--- config.mk ---
export PLATFORM = sky130hd
export DESIGN_NAME = pi_off_div_ctl
export DESIGN_NICKNAME = d
export VERILOG_FILES = /design/src/rtl/pi_off_div_ctl_pkg.sv /design/src/rtl/pi_sat_clamp.sv /design/src/rtl/pi_off_div_ctl.sv
export SDC_FILE = /design/constraint.sdc
export NUM_CORES = 1
export LEC_CHECK = 0
export ABC_AREA = 0
export BUFFER_PORTS_ARGS = -buffer_cell sky130_fd_sc_hd__buf_2
export CAP_MARGIN = 30
export CORE_ASPECT_RATIO = 0.7
export CORE_UTILIZATION = 50
export CTS_BUF_LIST = sky130_fd_sc_hd__clkbuf_16
export DETAILED_ROUTE_END_ITERATION = 7
export PLACE_DENSITY = 0.65
export SYNTH_ARGS = -nofsm -noshare
export SYNTH_HDL_FRONTEND = slang
export SYNTH_SLANG_ARGS = --single-unit
--- constraint.sdc ---
create_clock -name clk -period 11.15 [get_ports clk]
set_input_delay 1.115 -clock clk [delete_from_list [all_inputs] [get_ports clk]]
set_output_delay 1.115 -clock clk [all_outputs]
set_load 0.01 [all_outputs]
--- src/rtl/pi_off_div_ctl_pkg.sv ---
// Shared definitions for the PI off-time controller: FSM states, default
// gains/limits and the internal signed arithmetic width.
package pi_off_div_ctl_pkg;

  typedef enum logic [2:0] {
    IDLE   = 3'd0,
    ERR    = 3'd1,
    CALC   = 3'd2,
    CLAMP  = 3'd3,
    UPDATE = 3'd4
  } state_t;

  // Wide enough that error gain, integrator term and nominal offset never wrap.
  localparam int ARITH_W = 26;

  localparam int KP_SHIFT_DEF      = 2;
  localparam int KI_SHIFT_DEF      = 4;
  localparam int INT_LIM_DEF       = 4096;
  localparam int OFF_NOM_DEF       = 100;
  localparam int OFF_MIN_DEF       = 20;
  localparam int OFF_MAX_DEF       = 400;
  localparam int START_SAMPLES_DEF = 8;

endpackage

--- src/rtl/pi_sat_clamp.sv ---
// Combinational signed saturation of din into the closed range [lo, hi].
module pi_sat_clamp #(
  parameter int W = 26
) (
  input  logic signed [W-1:0] din,
  input  logic signed [W-1:0] lo,
  input  logic signed [W-1:0] hi,
  output logic signed [W-1:0] dout
);

  always_comb begin
    if (din < lo)      dout = lo;
    else if (din > hi) dout = hi;
    else               dout = din;
  end

endmodule

--- src/rtl/pi_off_div_ctl.sv ---
// PI loop turning ADC samples into a PWM off count, one sample per five cycles,
// with a fixed-off-count soft-start period after reset or enable.
module pi_off_div_ctl
  import pi_off_div_ctl_pkg::*;
#(
  parameter int CNT_WIDTH     = 16,
  parameter int ADC_WIDTH     = 12,
  parameter int KP_SHIFT      = KP_SHIFT_DEF,
  parameter int KI_SHIFT      = KI_SHIFT_DEF,
  parameter int INT_LIM       = INT_LIM_DEF,
  parameter int OFF_NOM       = OFF_NOM_DEF,
  parameter int OFF_MIN       = OFF_MIN_DEF,
  parameter int OFF_MAX       = OFF_MAX_DEF,
  parameter int START_SAMPLES = START_SAMPLES_DEF
) (
  input  logic                 clk,
  input  logic                 rst,
  input  logic                 enable,
  input  logic                 adc_valid,
  input  logic [ADC_WIDTH-1:0] adc_data,
  input  logic [ADC_WIDTH-1:0] setpoint,
  output logic                 adc_ready,
  output logic [CNT_WIDTH-1:0] off_div,
  output logic                 pwm_chg,
  output logic                 act_ctl
);

  if (OFF_MIN > OFF_NOM || OFF_NOM > OFF_MAX || START_SAMPLES < 1) begin : g_param_chk
    $error("pi_off_div_ctl: need OFF_MIN <= OFF_NOM <= OFF_MAX and START_SAMPLES >= 1");
  end

  localparam int SS_W = $clog2(START_SAMPLES + 1);

  typedef logic signed [ARITH_W-1:0] arith_t;

  localparam arith_t INT_HI  = arith_t'(INT_LIM);
  localparam arith_t INT_LO  = -arith_t'(INT_LIM);
  localparam arith_t NOM_S   = arith_t'(OFF_NOM);
  localparam arith_t MIN_S   = arith_t'(OFF_MIN);
  localparam arith_t MAX_S   = arith_t'(OFF_MAX);
  localparam logic [CNT_WIDTH-1:0] OFF_MAX_C = CNT_WIDTH'(OFF_MAX);
  localparam logic [SS_W-1:0]      SS_DONE   = SS_W'(START_SAMPLES);

  state_t state, state_next;
  logic   accept;

  logic [ADC_WIDTH-1:0]     adc_p0, sp_p0;
  logic signed [ADC_WIDTH:0] err_c, err_p1;
  arith_t err_x, err_p1_x;
  arith_t integ, integ_sum, integ_sat;
  arith_t term_c, cand_p2, clamp_c, res_p3;
  logic [SS_W-1:0] ss_cnt;

  assign accept = adc_valid && adc_ready;

  // FSM: state register
  always_ff @(posedge clk or posedge rst) begin
    if (rst) state <= IDLE;
    else     state <= state_next;
  end

  // FSM: next state; dropping enable abandons any in-flight calculation
  always_comb begin
    state_next = state;
    if (!enable) begin
      state_next = IDLE;
    end else begin
      case (state)
        IDLE:    if (accept) state_next = ERR;
        ERR:     state_next = CALC;
        CALC:    state_next = CLAMP;
        CLAMP:   state_next = UPDATE;
        UPDATE:  state_next = IDLE;
        default: state_next = IDLE;
      endcase
    end
  end

  // FSM: outputs
  always_comb begin
    adc_ready = (state == IDLE) && enable && !rst;
  end

  assign err_c     = $signed({1'b0, sp_p0}) - $signed({1'b0, adc_p0});
  assign err_x     = {{(ARITH_W-ADC_WIDTH-1){err_c[ADC_WIDTH]}}, err_c};
  assign err_p1_x  = {{(ARITH_W-ADC_WIDTH-1){err_p1[ADC_WIDTH]}}, err_p1};
  assign integ_sum = integ + err_x;
  assign term_c    = (err_p1_x <<< KP_SHIFT) + (integ >>> KI_SHIFT);

  pi_sat_clamp #(.W(ARITH_W)) u_int_sat (
    .din  (integ_sum),
    .lo   (INT_LO),
    .hi   (INT_HI),
    .dout (integ_sat)
  );

  pi_sat_clamp #(.W(ARITH_W)) u_out_clamp (
    .din  (cand_p2),
    .lo   (MIN_S),
    .hi   (MAX_S),
    .dout (clamp_c)
  );

  // p0 capture -> p1 error -> p2 candidate -> p3 clamped result
  always_ff @(posedge clk) begin
    if (accept)           begin adc_p0 <= adc_data; sp_p0 <= setpoint; end
    if (state == ERR)     err_p1  <= err_c;
    if (state == CALC)    cand_p2 <= NOM_S - term_c;
    if (state == CLAMP)   res_p3  <= act_ctl ? MAX_S : clamp_c;
  end

  // Loop state and registered outputs
  always_ff @(posedge clk or posedge rst) begin
    if (rst) begin
      integ   <= '0;
      ss_cnt  <= '0;
      act_ctl <= 1'b1;
      off_div <= OFF_MAX_C;
      pwm_chg <= 1'b0;
    end else if (!enable) begin
      integ   <= '0;
      ss_cnt  <= '0;
      act_ctl <= 1'b1;
      off_div <= OFF_MAX_C;
      pwm_chg <= 1'b0;
    end else begin
      pwm_chg <= 1'b0;
      if (state == ERR && !act_ctl) integ <= integ_sat;
      if (state == UPDATE) begin
        off_div <= CNT_WIDTH'(res_p3);
        pwm_chg <= 1'b1;
        if (act_ctl) begin
          ss_cnt <= ss_cnt + SS_W'(1);
          if (ss_cnt + SS_W'(1) == SS_DONE) act_ctl <= 1'b0;
        end
      end
    end
  end

endmodule

==> run_results.csv <==
group,metric,value,unit
placement,numPortBuffers,46,
critical_path,slowest_stage,"o21bai_2",
placement,gp_congestion,0.938,
cts,clk-insertion-delay-late,0.42,ns
cts,clkSinkCount,128,
sta,fin_crit_sh,51.2,%
power_and_ir_drop,power.density,132,nW/um2
sta,hold_viol,0,
run_status,status,"finished, final reports clean",
power_and_ir_drop,irDropWorstVdd,0.0919,mV
routing,met1_length,8530,um
critical_path,cp_common_cell,"o21ai_0",
finish,final_area,9150,um2
floorplan,initial_core_util,51.7,%
sta,setup_violations,0,
critical_path,cpPeakStageDelay,0.57,ns
routing,first_pass_iters,8,
routing,wl_per_cell,15.6,um
floorplan,dieArea,16700,um2
cts,cts_tree,"built",
critical_path,worstPathArrival,5.99,ns
cts,cts_setup_buffers,0,
global_route,grt_max_degree,27,
routing,post-route-drc-count,0,
synth,async_reset_ff_share,39.8,%
cts,htreeDepth,4,
sta,rsz0062_at_grt,"no",
global_route,grt_first_pass_wirelength,27800,um
global_route,grt_antenna_before_repair,0,
floorplan,rows,38,
critical_path,setup.worst_path.start_class,"register",
synth,synthTopCellsByCount,"nand2_1, ha_1, edfxtp_1",
routing,drtAntennaViolNets,0,
routing,initialDrtViolationCount,382,
floorplan,core_area,15600,um2
sta,drv_slew,0,
placement,place_area,8550,um2
synth,syn-mean-instance-area,10.2,um2
routing,wl,16500,um
sta,fin_crit,5.71,ns
sta,tns,0,ns
critical_path,worstPathMaxFanout,12,
finish,drive_above_1_share,14.3,%
global_route,grt_usage,21.6,%
cts,cts.clk_slew.worst_paths,0.06,ns
synth,ys_ff_latch,128,
synth,synth_top_area_share,28.6,%
routing,vias_per_cell,5.53,
global_route,grt_pass1_vias,5675,
job,drv_cap,0,
routing,num_vias,5863,
floorplan,dieWidth,154,um
sta,tightest_slew,0.914,ns
finish,nets,959,
synth,ys_warn_count,0,
cts,holdBufCountCts,0,
finish,antenna_cells,0,
sta,slew_headroom,38.8,%
cts,cts_buffer_depth,2,
critical_path,crit_path_end_kind,"register",
synth,yosysTopAreaCell,"edfxtp_1",
hold_path,hp-class,"register to register",
synth,synth_cells,789,
routing,wl_met3,822,um
synth,ys_top_cells_by_area,"edfxtp_1, dfrtp_1, ha_1, nand2_1, xnor2_1",
placement,place_hpwl,13000,um
critical_path,crit_type,"register to register",
sta,skew,0.0126,ns
critical_path,path_cells,"inv_1 -> ha_1 -> nor2b_1 -> o21ai_0 -> a21boi_0 -> o21ai_0 -> a21boi_0 -> o21ai_0 -> a21boi_0 -> o21ai_0 -> a211oi_1 -> xnor2_1 -> ha_1 -> and3_2 -> nand2_2 -> a2111oi_4 -> o2111ai_1 -> a31oi_2 -> a31o_2 -> xor2_2 -> nor4b_2 -> o21bai_2 -> o21ai_0",
synth,synthMostInstantiatedCell,"nand2_1",
floorplan,boundaryPins,47,
synth,ys_types,74,
synth,synthFlopType,"edfxtp_1",
cts,cts_root_buf,"clkbuf_16",
critical_path,crit_required,11.42,ns
global_route,overflow,0,
floorplan,die-height,108,um
routing,wl_met2,6930,um
power_and_ir_drop,p_leak,4.09,nW
synth,syn_area,8090,um2
sta,fmaxAchievable,175,MHz
cts,numCtsBuffers,17,
finish,layout-area-overhead-vs-synth,13.2,%
synth,ys_seq_area_share,44.4,%
cts,cts_resized,0,
synth,synth_edf_count,77,
routing,highest_layer,"met4",
-- critical path, delay by kind of cell (launching register included) --
family	cells	cell delay [ns]
AO/OA/AOI/OAI	14	3.47
XOR/XNOR	2	0.34
flip-flops	1	0.39
adder cells (fa/ha/maj)	2	0.72
AND/OR/NAND/NOR	4	0.57
buffers and inverters	1	0.06
-- layout by cell type, fill, tap and decap left out, types with 8 or more instances in the layout --
cell	netlist	layout
nand2_1	84	84
ha_1	82	82
edfxtp_1	77	77
inv_1	70	70
dfrtp_1	47	47
nor2_1	46	46
buf_2	2	46
a21oi_1	39	39
xnor2_1	35	35
o21ai_0	33	33
a21o_1	27	27
nand3_1	23	23
a21boi_0	21	21
clkbuf_16	0	17
nor3_1	13	13
o21a_1	11	11
and2_1	11	11
xor2_1	10	10
o21ai_2	10	10
nand2b_1	9	9
a211oi_1	9	9
nor2b_1	8	8
and3_1	8	8
nand4_1	8	8
-- state kept, by name, indices dropped and copies added, names as in the netlist, 3 cells and up --
register  count
cand_p2      24
state         3
off_div      16
err_p1       13
res_p3       16
adc_p0       12
ss_cnt        4
integ        26
sp_p0        12
-- metrics by stage --
stage	util (%)	hold slack [ns]	setup slack, ns	instances	power [mW]
global route	58.5	0.496	4.85	1060	1.26
global placement	54.5	0.449	5.81	1026	0.676
detailed placement	54.7	0.449	5.56	1027	0.679
finish	58.5	0.463	5.44	1060	1.21
CTS	58.3	0.465	5.50	1059	1.22
floorplan	-	0.441	6.42	795	0.644
-- cell families after synthesis --
group / Yosys count / synth area share, %
simple gates: 241 / 14.8
compound gates: 198 / 17.7
flops: 128 / 44.4
buf+inv: 90 / 4.58
fa+ha+maj: 84 / 13.2
xor+xnor: 46 / 5.07
other cells: 1 / 0.0464
mux: 1 / 0.139
-- final cells by class --
cell class | instances | area, um2
clock buffers | 17 | 425
flip-flops and latches | 128 | 3590
inverters | 70 | 263
well taps | 200 | 250
clock inverters | 15 | 150
multi-input cells | 577 | 4160
repair buffers | 53 | 315
fillers | 1308 | 6490
-- layer usage --
metal / up-vias / global-route usage (%)
met3: 23 / 5.45
met1: 2770 / 30.4
met4: 0 / 7.50
li1: 2937 / -
met5: - / 0
met2: 133 / 32.4
-- worst paths after layout --
check	from	to	slack (ns)	cells after the start
min in group asynchronous	rst	state[0]$_DFFE_PP0P_	0.76	2
max reg2reg	adc_p0[1]$_DFFE_PP_	integ[11]$_DFFE_PP0P_	5.44	23
min reg2reg	res_p3[4]$_SDFFCE_PP1P_	off_div[4]$_DFFE_PP1P_	0.46	2
max in group asynchronous	rst	integ[14]$_DFFE_PP0P_	9.84	3
min	res_p3[4]$_SDFFCE_PP1P_	off_div[4]$_DFFE_PP1P_	0.46	2
max	adc_p0[1]$_DFFE_PP_	integ[11]$_DFFE_PP0P_	5.44	23
-- where the power goes --
part           total, mW  internal [mW]  switching, mW
combinational      0.147         0.0579         0.0895
sequential         0.524          0.520        0.00479
clock              0.536          0.313          0.224
Power figures use the tool's default switching activity.
